**config.mk**
```make
export PLATFORM = sky130hd
export DESIGN_NAME = dmem_responder
export DESIGN_NICKNAME = d
export VERILOG_FILES = /design/src/rtl/dmem_responder.sv
export SDC_FILE = /design/constraint.sdc
export NUM_CORES = 2
export LEC_CHECK = 0
export CORE_UTILIZATION = 45
export DETAILED_ROUTE_END_ITERATION = 6
export HOLD_SLACK_MARGIN = 0.15
export PLACE_DENSITY = 0.68
export SLEW_MARGIN = 5
export SYNTH_ARGS = -nofsm -noshare
export SYNTH_HDL_FRONTEND = slang
export SYNTH_SLANG_ARGS = --single-unit
```
**constraint.sdc**
```tcl
create_clock -name clk -period 13.08 [get_ports clk]
set_input_delay 2.616 -clock clk [delete_from_list [all_inputs] [get_ports clk]]
set_output_delay 2.616 -clock clk [all_outputs]
set_load 0.005 [all_outputs]
```
**src/rtl/dmem_responder.sv**
```systemverilog
// dmem_responder
// Byte-wide data-memory responder for the MEM-stage load/store slot.
// One access at a time: it is accepted when idle, executes after LATENCY
// wait cycles, and completes with a one-cycle resp_valid pulse.
//
// Ports:
//   clk, reset       clock and synchronous active-high reset
//   req_valid        MEM stage presents an access
//   req_write        1 = store, 0 = load
//   req_addr         32-bit byte address
//   req_wdata        store byte
//   req_ready        responder idle, can accept this cycle
//   resp_valid       one-cycle completion pulse (loads and stores)
//   resp_rdata       {24'b0, byte} for in-range loads, 0 otherwise; held
//   mem_stall        hold the MEM stage and everything upstream
//   addr_fault       sticky out-of-range flag
//   fault_clear      clears addr_fault (a same-cycle new fault wins)
module dmem_responder #(
   parameter int ADDR_BITS = 8,
   parameter int LATENCY   = 2
) (
   input  logic        clk,
   input  logic        reset,
   input  logic        req_valid,
   input  logic        req_write,
   input  logic [31:0] req_addr,
   input  logic [7:0]  req_wdata,
   output logic        req_ready,
   output logic        resp_valid,
   output logic [31:0] resp_rdata,
   output logic        mem_stall,
   output logic        addr_fault,
   input  logic        fault_clear
);
   localparam int         DEPTH = 1 << ADDR_BITS;
   localparam logic [3:0] LAT   = 4'(LATENCY);

   typedef enum logic [1:0] {IDLE = 2'd0, BUSY = 2'd1, RESP = 2'd2} state_t;

   state_t                 state_q, state_d;
   logic [3:0]             cnt_q, cnt_d;
   logic                   write_q, write_d;
   logic                   oob_q, oob_d;
   logic [ADDR_BITS-1:0]   addr_q, addr_d;
   logic [7:0]             wdata_q, wdata_d;
   logic                   req_ready_q, req_ready_d;
   logic                   resp_valid_q, resp_valid_d;
   logic [31:0]            resp_rdata_q, resp_rdata_d;
   logic                   addr_fault_q, addr_fault_d;

   logic [7:0]             mem_q [DEPTH];

   logic                   accept_s;
   logic                   exec_s;
   logic                   ex_write_s;
   logic                   ex_oob_s;
   logic [ADDR_BITS-1:0]   ex_addr_s;
   logic [7:0]             ex_wdata_s;
   logic                   mem_we_s;

   // req_ready_q is high exactly when the FSM is IDLE.
   assign accept_s   = req_valid && req_ready_q;
   assign mem_stall  = accept_s || (state_q == BUSY);

   assign req_ready  = req_ready_q;
   assign resp_valid = resp_valid_q;
   assign resp_rdata = resp_rdata_q;
   assign addr_fault = addr_fault_q;

   // Next-state, access execution and output computation.
   always_comb begin
      state_d    = state_q;
      cnt_d      = cnt_q;
      write_d    = write_q;
      oob_d      = oob_q;
      addr_d     = addr_q;
      wdata_d    = wdata_q;
      exec_s     = 1'b0;
      ex_write_s = write_q;
      ex_oob_s   = oob_q;
      ex_addr_s  = addr_q;
      ex_wdata_s = wdata_q;

      case (state_q)
         IDLE: begin
            if (accept_s) begin
               write_d = req_write;
               oob_d   = |req_addr[31:ADDR_BITS];
               addr_d  = req_addr[ADDR_BITS-1:0];
               wdata_d = req_wdata;
               cnt_d   = LAT;
               if (LAT == 4'd0) begin
                  // Zero wait: execute straight from the request inputs.
                  state_d    = RESP;
                  exec_s     = 1'b1;
                  ex_write_s = req_write;
                  ex_oob_s   = |req_addr[31:ADDR_BITS];
                  ex_addr_s  = req_addr[ADDR_BITS-1:0];
                  ex_wdata_s = req_wdata;
               end else begin
                  state_d = BUSY;
               end
            end else begin
               state_d = IDLE;
            end
         end
         BUSY: begin
            cnt_d = cnt_q - 4'd1;
            if (cnt_q == 4'd1) begin
               state_d = RESP;
               exec_s  = 1'b1;
            end else begin
               state_d = BUSY;
            end
         end
         RESP: begin
            state_d = IDLE;
         end
         default: begin
            state_d = IDLE;
         end
      endcase

      resp_rdata_d = resp_rdata_q;
      addr_fault_d = addr_fault_q && !fault_clear;
      mem_we_s     = 1'b0;
      if (exec_s) begin
         if (ex_oob_s) begin
            // Set after the clear term so a new fault beats fault_clear.
            addr_fault_d = 1'b1;
            resp_rdata_d = 32'd0;
         end else if (ex_write_s) begin
            mem_we_s     = !reset;
            resp_rdata_d = 32'd0;
         end else begin
            resp_rdata_d = {24'd0, mem_q[ex_addr_s]};
         end
      end else begin
         resp_rdata_d = resp_rdata_q;
      end

      req_ready_d  = (state_d == IDLE);
      resp_valid_d = (state_d == RESP);
   end

   // Control and output registers with synchronous reset.
   always_ff @(posedge clk) begin
      if (reset) begin
         state_q      <= IDLE;
         cnt_q        <= 4'd0;
         write_q      <= 1'b0;
         oob_q        <= 1'b0;
         addr_q       <= '0;
         wdata_q      <= 8'd0;
         req_ready_q  <= 1'b1;
         resp_valid_q <= 1'b0;
         resp_rdata_q <= 32'd0;
         addr_fault_q <= 1'b0;
      end else begin
         state_q      <= state_d;
         cnt_q        <= cnt_d;
         write_q      <= write_d;
         oob_q        <= oob_d;
         addr_q       <= addr_d;
         wdata_q      <= wdata_d;
         req_ready_q  <= req_ready_d;
         resp_valid_q <= resp_valid_d;
         resp_rdata_q <= resp_rdata_d;
         addr_fault_q <= addr_fault_d;
      end
   end

   // Backing array; deliberately not cleared by reset.
   always_ff @(posedge clk) begin
      if (mem_we_s) begin
         mem_q[ex_addr_s] <= ex_wdata_s;
      end
   end
endmodule

```
## Word-level counts from Yosys, hierarchy flattened

Memories as Yosys holds them, arrays and structs flattened. A register that Yosys moved wholly into a read port is not among the register bits.
Index checks and enable logic that the tools add are counted.

| word-level totals | value |
|---|---|
| input port bits | 45 |
| output and inout bits | 36 |
| memories kept | 1 |
| RAM bits | 2048 |
| flip-flop bits (word level) | 59 |

Memory list:

| memory | words | width | read ports | clocked after Yosys merged registers in | write ports | RTL line | source |
|---|---|---|---|---|---|---|---|
| mem_q | 256 | 8 | 1 | 1 | 1 | 51 | `logic [7:0] mem_q [DEPTH];` |

| cells by class | value |
|---|---|
| reduce and logical (&&, ||, !) cells | 11 |
| multiplexer cells | 18 |
| add/subtract/negate cells | 1 |
| eq/ne operators | 4 |

Operators by type and width:

| kind | count |
|---|---|
| $mux W8 | 4 |
| $reduce_or A24 Y1 | 1 |
| $mux W1 | 10 |
| $pmux W4 S2 | 1 |
| $eq A4 B1 Y1 const B | 1 |
| $logic_not A2 Y1 | 2 |
| $mux W4 | 1 |
| $pmux W2 S2 | 1 |
| $reduce_and A2 Y1 | 2 |
| $sub A4 B1 Y4 const B | 1 |
| $eq A2 B1 Y1 const B | 1 |
| $eq A2 B2 Y1 const B | 1 |
| $logic_and A1 B1 Y1 | 2 |
| $logic_not A1 Y1 | 2 |
| $mux W2 | 1 |
| $ne A2 B2 Y1 const B | 1 |
| $reduce_bool A2 Y1 | 1 |
| $logic_or A1 B1 Y1 | 1 |

## Logic depth before layout (Yosys ltp)

| logic depth | value |
|---|---|
| word-level depth | 6 |
| depth in mapped cells | 12 |
| depth with buffers taken out | 9 |

## Worst setup path before layout

OpenSTA, ideal clock, no wires.

| path | value |
|---|---|
| path type | input port to output port |
| start | input port req_valid |
| end | output port mem_stall |
| stages on the path | 2 |
| data arrival time | 2.749 ns |
| path buffers | 0 |
| data required time | 10.464 ns |
| path slack | 7.715 ns |
| cell sequence | nand2_1 -> nand2_1 |

| between the ends | value |
|---|---|
| longest elaborated chain between the ends | 2 |

RTL lines:

| what | RTL line | source |
|---|---|---|
| start, declared | 24 | `input logic req_valid,` |
| $logic_and A1 B1 Y1 | 62 | `assign accept_s = req_valid && req_ready_q;` |
| $logic_or A1 B1 Y1 | 63 | `assign mem_stall = accept_s \|\| (state_q == BUSY);` |
| end, declared | 31 | `output logic mem_stall,` |

No other way between the ends.

## Final worst setup path

Same ends and word-level chain as after synthesis.

==> impl_metrics.ini <==
[setup_path]
r2r_slack_ps = 7800
required_ps = 10460
cp_max_fo = 3
worstPathArrival_ps = 3760
crit_slowest_cell = clkdlybuf4s50_1
critical_path.reg2reg.endpoint = resp_rdata[6]$_SDFFE_PP0P_
start_kind = input port
endpoint_kind = primary output
ff2ff_path_depth = 10
slowest_delay_ps = 510
crit_type = in2out
path_cells = clkdlybuf4s50_1 -> nand2_1 -> nand2_1 -> clkdlybuf4s50_1

[sta]
drv_slew = 0
setup_tns_ps = 0
finalSetupViolations = 0
fin_skew_ps = 40.5
rsz0062_at_grt = false
slew_headroom_pct = 6.19
tightest_slew_ps = 1390
fmax_mhz = 157
fin_crit_ps = 6370
hold_viol_final = 0
fin_crit_sh_pct = 48.7

[outcome]
status = finished clean

[yosys]
yosysWarningCount = 0
synth_edf_count = 2048
synthTopCellsByArea = edfxtp_1 (75%), mux4_2 (13%), nor2_1 (1.4%)
async_flop_share_pct = 0
synth-main-ff-cell = edfxtp_1
synth_top_area_share_pct = 75.4
synth.avg_cell_area_um2 = 20.5
syn_area_um2 = 81600
ys_ff_latch = 2091
syn-instance-count = 3978
synthDistinctLibCells = 70
yosysSeqAreaShare_pct = 76.5
yosys.area.top_type = edfxtp_1

[die]
num_rows = 155
die_w_um = 428
die_y_um = 428
boundaryPins = 81
start_util_pct = 45.5
die_area_um2 = 183000
core_um2 = 179000

[placed_design]
place.gp.congestion = 0.877
dp_hpwl_um = 134000
dp_cells = 6254
port_buffers = 56
place_area_um2 = 84300

[final_layout]
final_util_pct = 50.6
final_design_area_no_fill_um2 = 90700
drive_gt1_share_pct = 21.5
fin_nets = 4142
layout_common_cells = edfxtp_1 (2048), mux4_2 (475), nor2_1 (305)
instances_no_fill = 6612
area_delta_synth_final_pct = 11.2
nFillCells = 14000
mostFrequentLayoutCell = edfxtp_1

[route]
routedWlPerCell_um = 33.7
via_count = 42100
dr.pass1.iters = 5
drtIter0Drc = 6552
antenna_left = 0
via_per_inst = 6.36
drt-total-wl_um = 223000
drc = 0

[worst_hold_path]
whs_endpoint = cnt_q[3]$_SDFFE_PP0P_
holdCritStartpoint = cnt_q[3]$_SDFFE_PP0P_
holdPathStages = 1
hold_class = reg2reg

[grt]
grt_pass1_vias = 41100
antenna_found_initial = 10
grt_overflow = 0
grt_pass1_wl_um = 316000
grt_use_total_pct = 24.6
grt_max_degree = 103

[power_and_ir_drop]
switching_share_pct = 22.7
power_per_cell_area_nw_per_um2 = 157
p_int_mw = 11.0
pwr-share-seq_pct = 52.7
ir_worst_vdd_uv = 129
clockPowerShare_pct = 40.0
power.switching_mw = 3.22
power_mw = 14.2
p_comb_share_pct = 7.3
power_leakage_nw = 27.9

[clocking]
clock_sinks = 2091
root_buffer = clkbuf_16
clock_path_buffers = 3
clk-insertion-delay-late_ps = 860
cts_setup_buffers = 0
cts_tree = built
cts_resized = 0
postCtsHoldBufs = 0
cts_htree_levels = 4
clkSlewWorstSetupHoldPaths_ps = 60
cts_buffers = 194

[flow_run]
max-cap-violations = 0
[logic make-up after synthesis]
family | after synthesis | share of synthesized area, %
flip-flops | 2091 | 76.5
adder cells (fa/ha/maj) | 2 | 0.0307
other | 1 | 0.00460
buffers and inverters | 261 | 2.12
multiplexers | 618 | 15.0
AO/OA/AOI/OAI | 330 | 2.79
AND/OR/NAND/NOR | 674 | 3.58
XOR/XNOR | 1 | 0.0107
[flip-flops by register name, indices dropped and copies added, names as in the netlist, named ones only]
register / flops
mem_q: 2048
addr_fault: 1
req_ready: 1
ex_oob_s: 1
ex_write_s: 1
state_q: 2
addr_q: 8
ex_wdata_s: 8
resp_valid: 1
cnt_q: 4
resp_rdata: 8
[layer usage]
metal | global-route usage (%) | vias to the layer above | share of wire, %
li1 | - | 16600 | -
met1 | 35.2 | 21900 | 38
met2 | 36.8 | 3094 | 46
met3 | 5.80 | 423 | 12
met4 | 9.30 | 4 | 3.9
met5 | 0 | - | 0.010
[synth_stat cells (4+ instances only)]
cell       count
a22oi_1       30
a311oi_1      10
nand3_1       30
or3_1          5
buf_8          8
a211oi_1      29
a221oi_1       5
o41ai_1        5
edfxtp_1    2048
mux2_2        24
mux4_1         5
nand2b_1      17
a311o_1        5
nand4_1       10
mux4_2       475
and3_1        11
o221ai_1      27
o21ai_0       24
a31oi_1       15
a21oi_1       81
buf_1         15
nor3_1        30
buf_6         39
and2_1        10
a2111oi_0      5
buf_2         38
o22a_1         4
or2_2          5
o22ai_1       53
nor2_1       307
clkbuf_1      81
mux2i_1      114
nand2_1      192
o211ai_1       4
buf_4         71
nor4_1        22
dfxtp_1       43
a22o_1         5
a41o_1         4
nor2b_1       25
[how the worst max path moves through the flow]
stage | from | end | depth (start not counted)
final | req_valid | mem_stall | 4
after global routing | req_valid | mem_stall | 4
after CTS | req_valid | mem_stall | 4
after detailed placement | reset | mem_q[176][7]$_DFFE_PP_ | 7
after global placement | reset | mem_q[178][6]$_DFFE_PP_ | 7
after floorplan | req_valid | mem_stall | 2
[cell type report]
class | instances | area (µm²) | share of cell area (%)
Sequential cell | 2091 | 62400 | 68.8
Multi-Input combinational cell | 1649 | 17600 | 19.4
Clock buffer | 234 | 5070 | 5.59
Tap cell | 2355 | 2950 | 3.25
Timing Repair Buffer | 153 | 1340 | 1.48
Clock inverter | 118 | 1270 | 1.40
Inverter | 6 | 25.0 | 0.0276
Antenna cell | 6 | 15.0 | 0.0166
[per-stage QoR]
step	hold slack [ps]	setup slack, ps
after global placement	456	6310
after detailed placement	466	6240
final	479	6710
after global routing	507	6630
after CTS	475	6690
after floorplan	438	7720
[worst max-delay path, delay by kind of cell]
| family | cells | cell delay [ps] |
|---|---|---|
| buf+inv | 2 | 960 |
| simple gates | 2 | 180 |
[power by group through the flow]
| stage | clock (mW) | sequential (mW) | combinational (mW) |
|---|---|---|---|
| after floorplan | 0 | 7.68 | 0.571 |
| after global placement | 0 | 7.63 | 1.02 |
| after detailed placement | 0 | 7.63 | 1.02 |
| after CTS | 5.71 | 7.49 | 1.02 |
| after global routing | 5.96 | 7.49 | 1.06 |
| final | 5.67 | 7.49 | 1.04 |
Power figures use the tool's default switching activity.
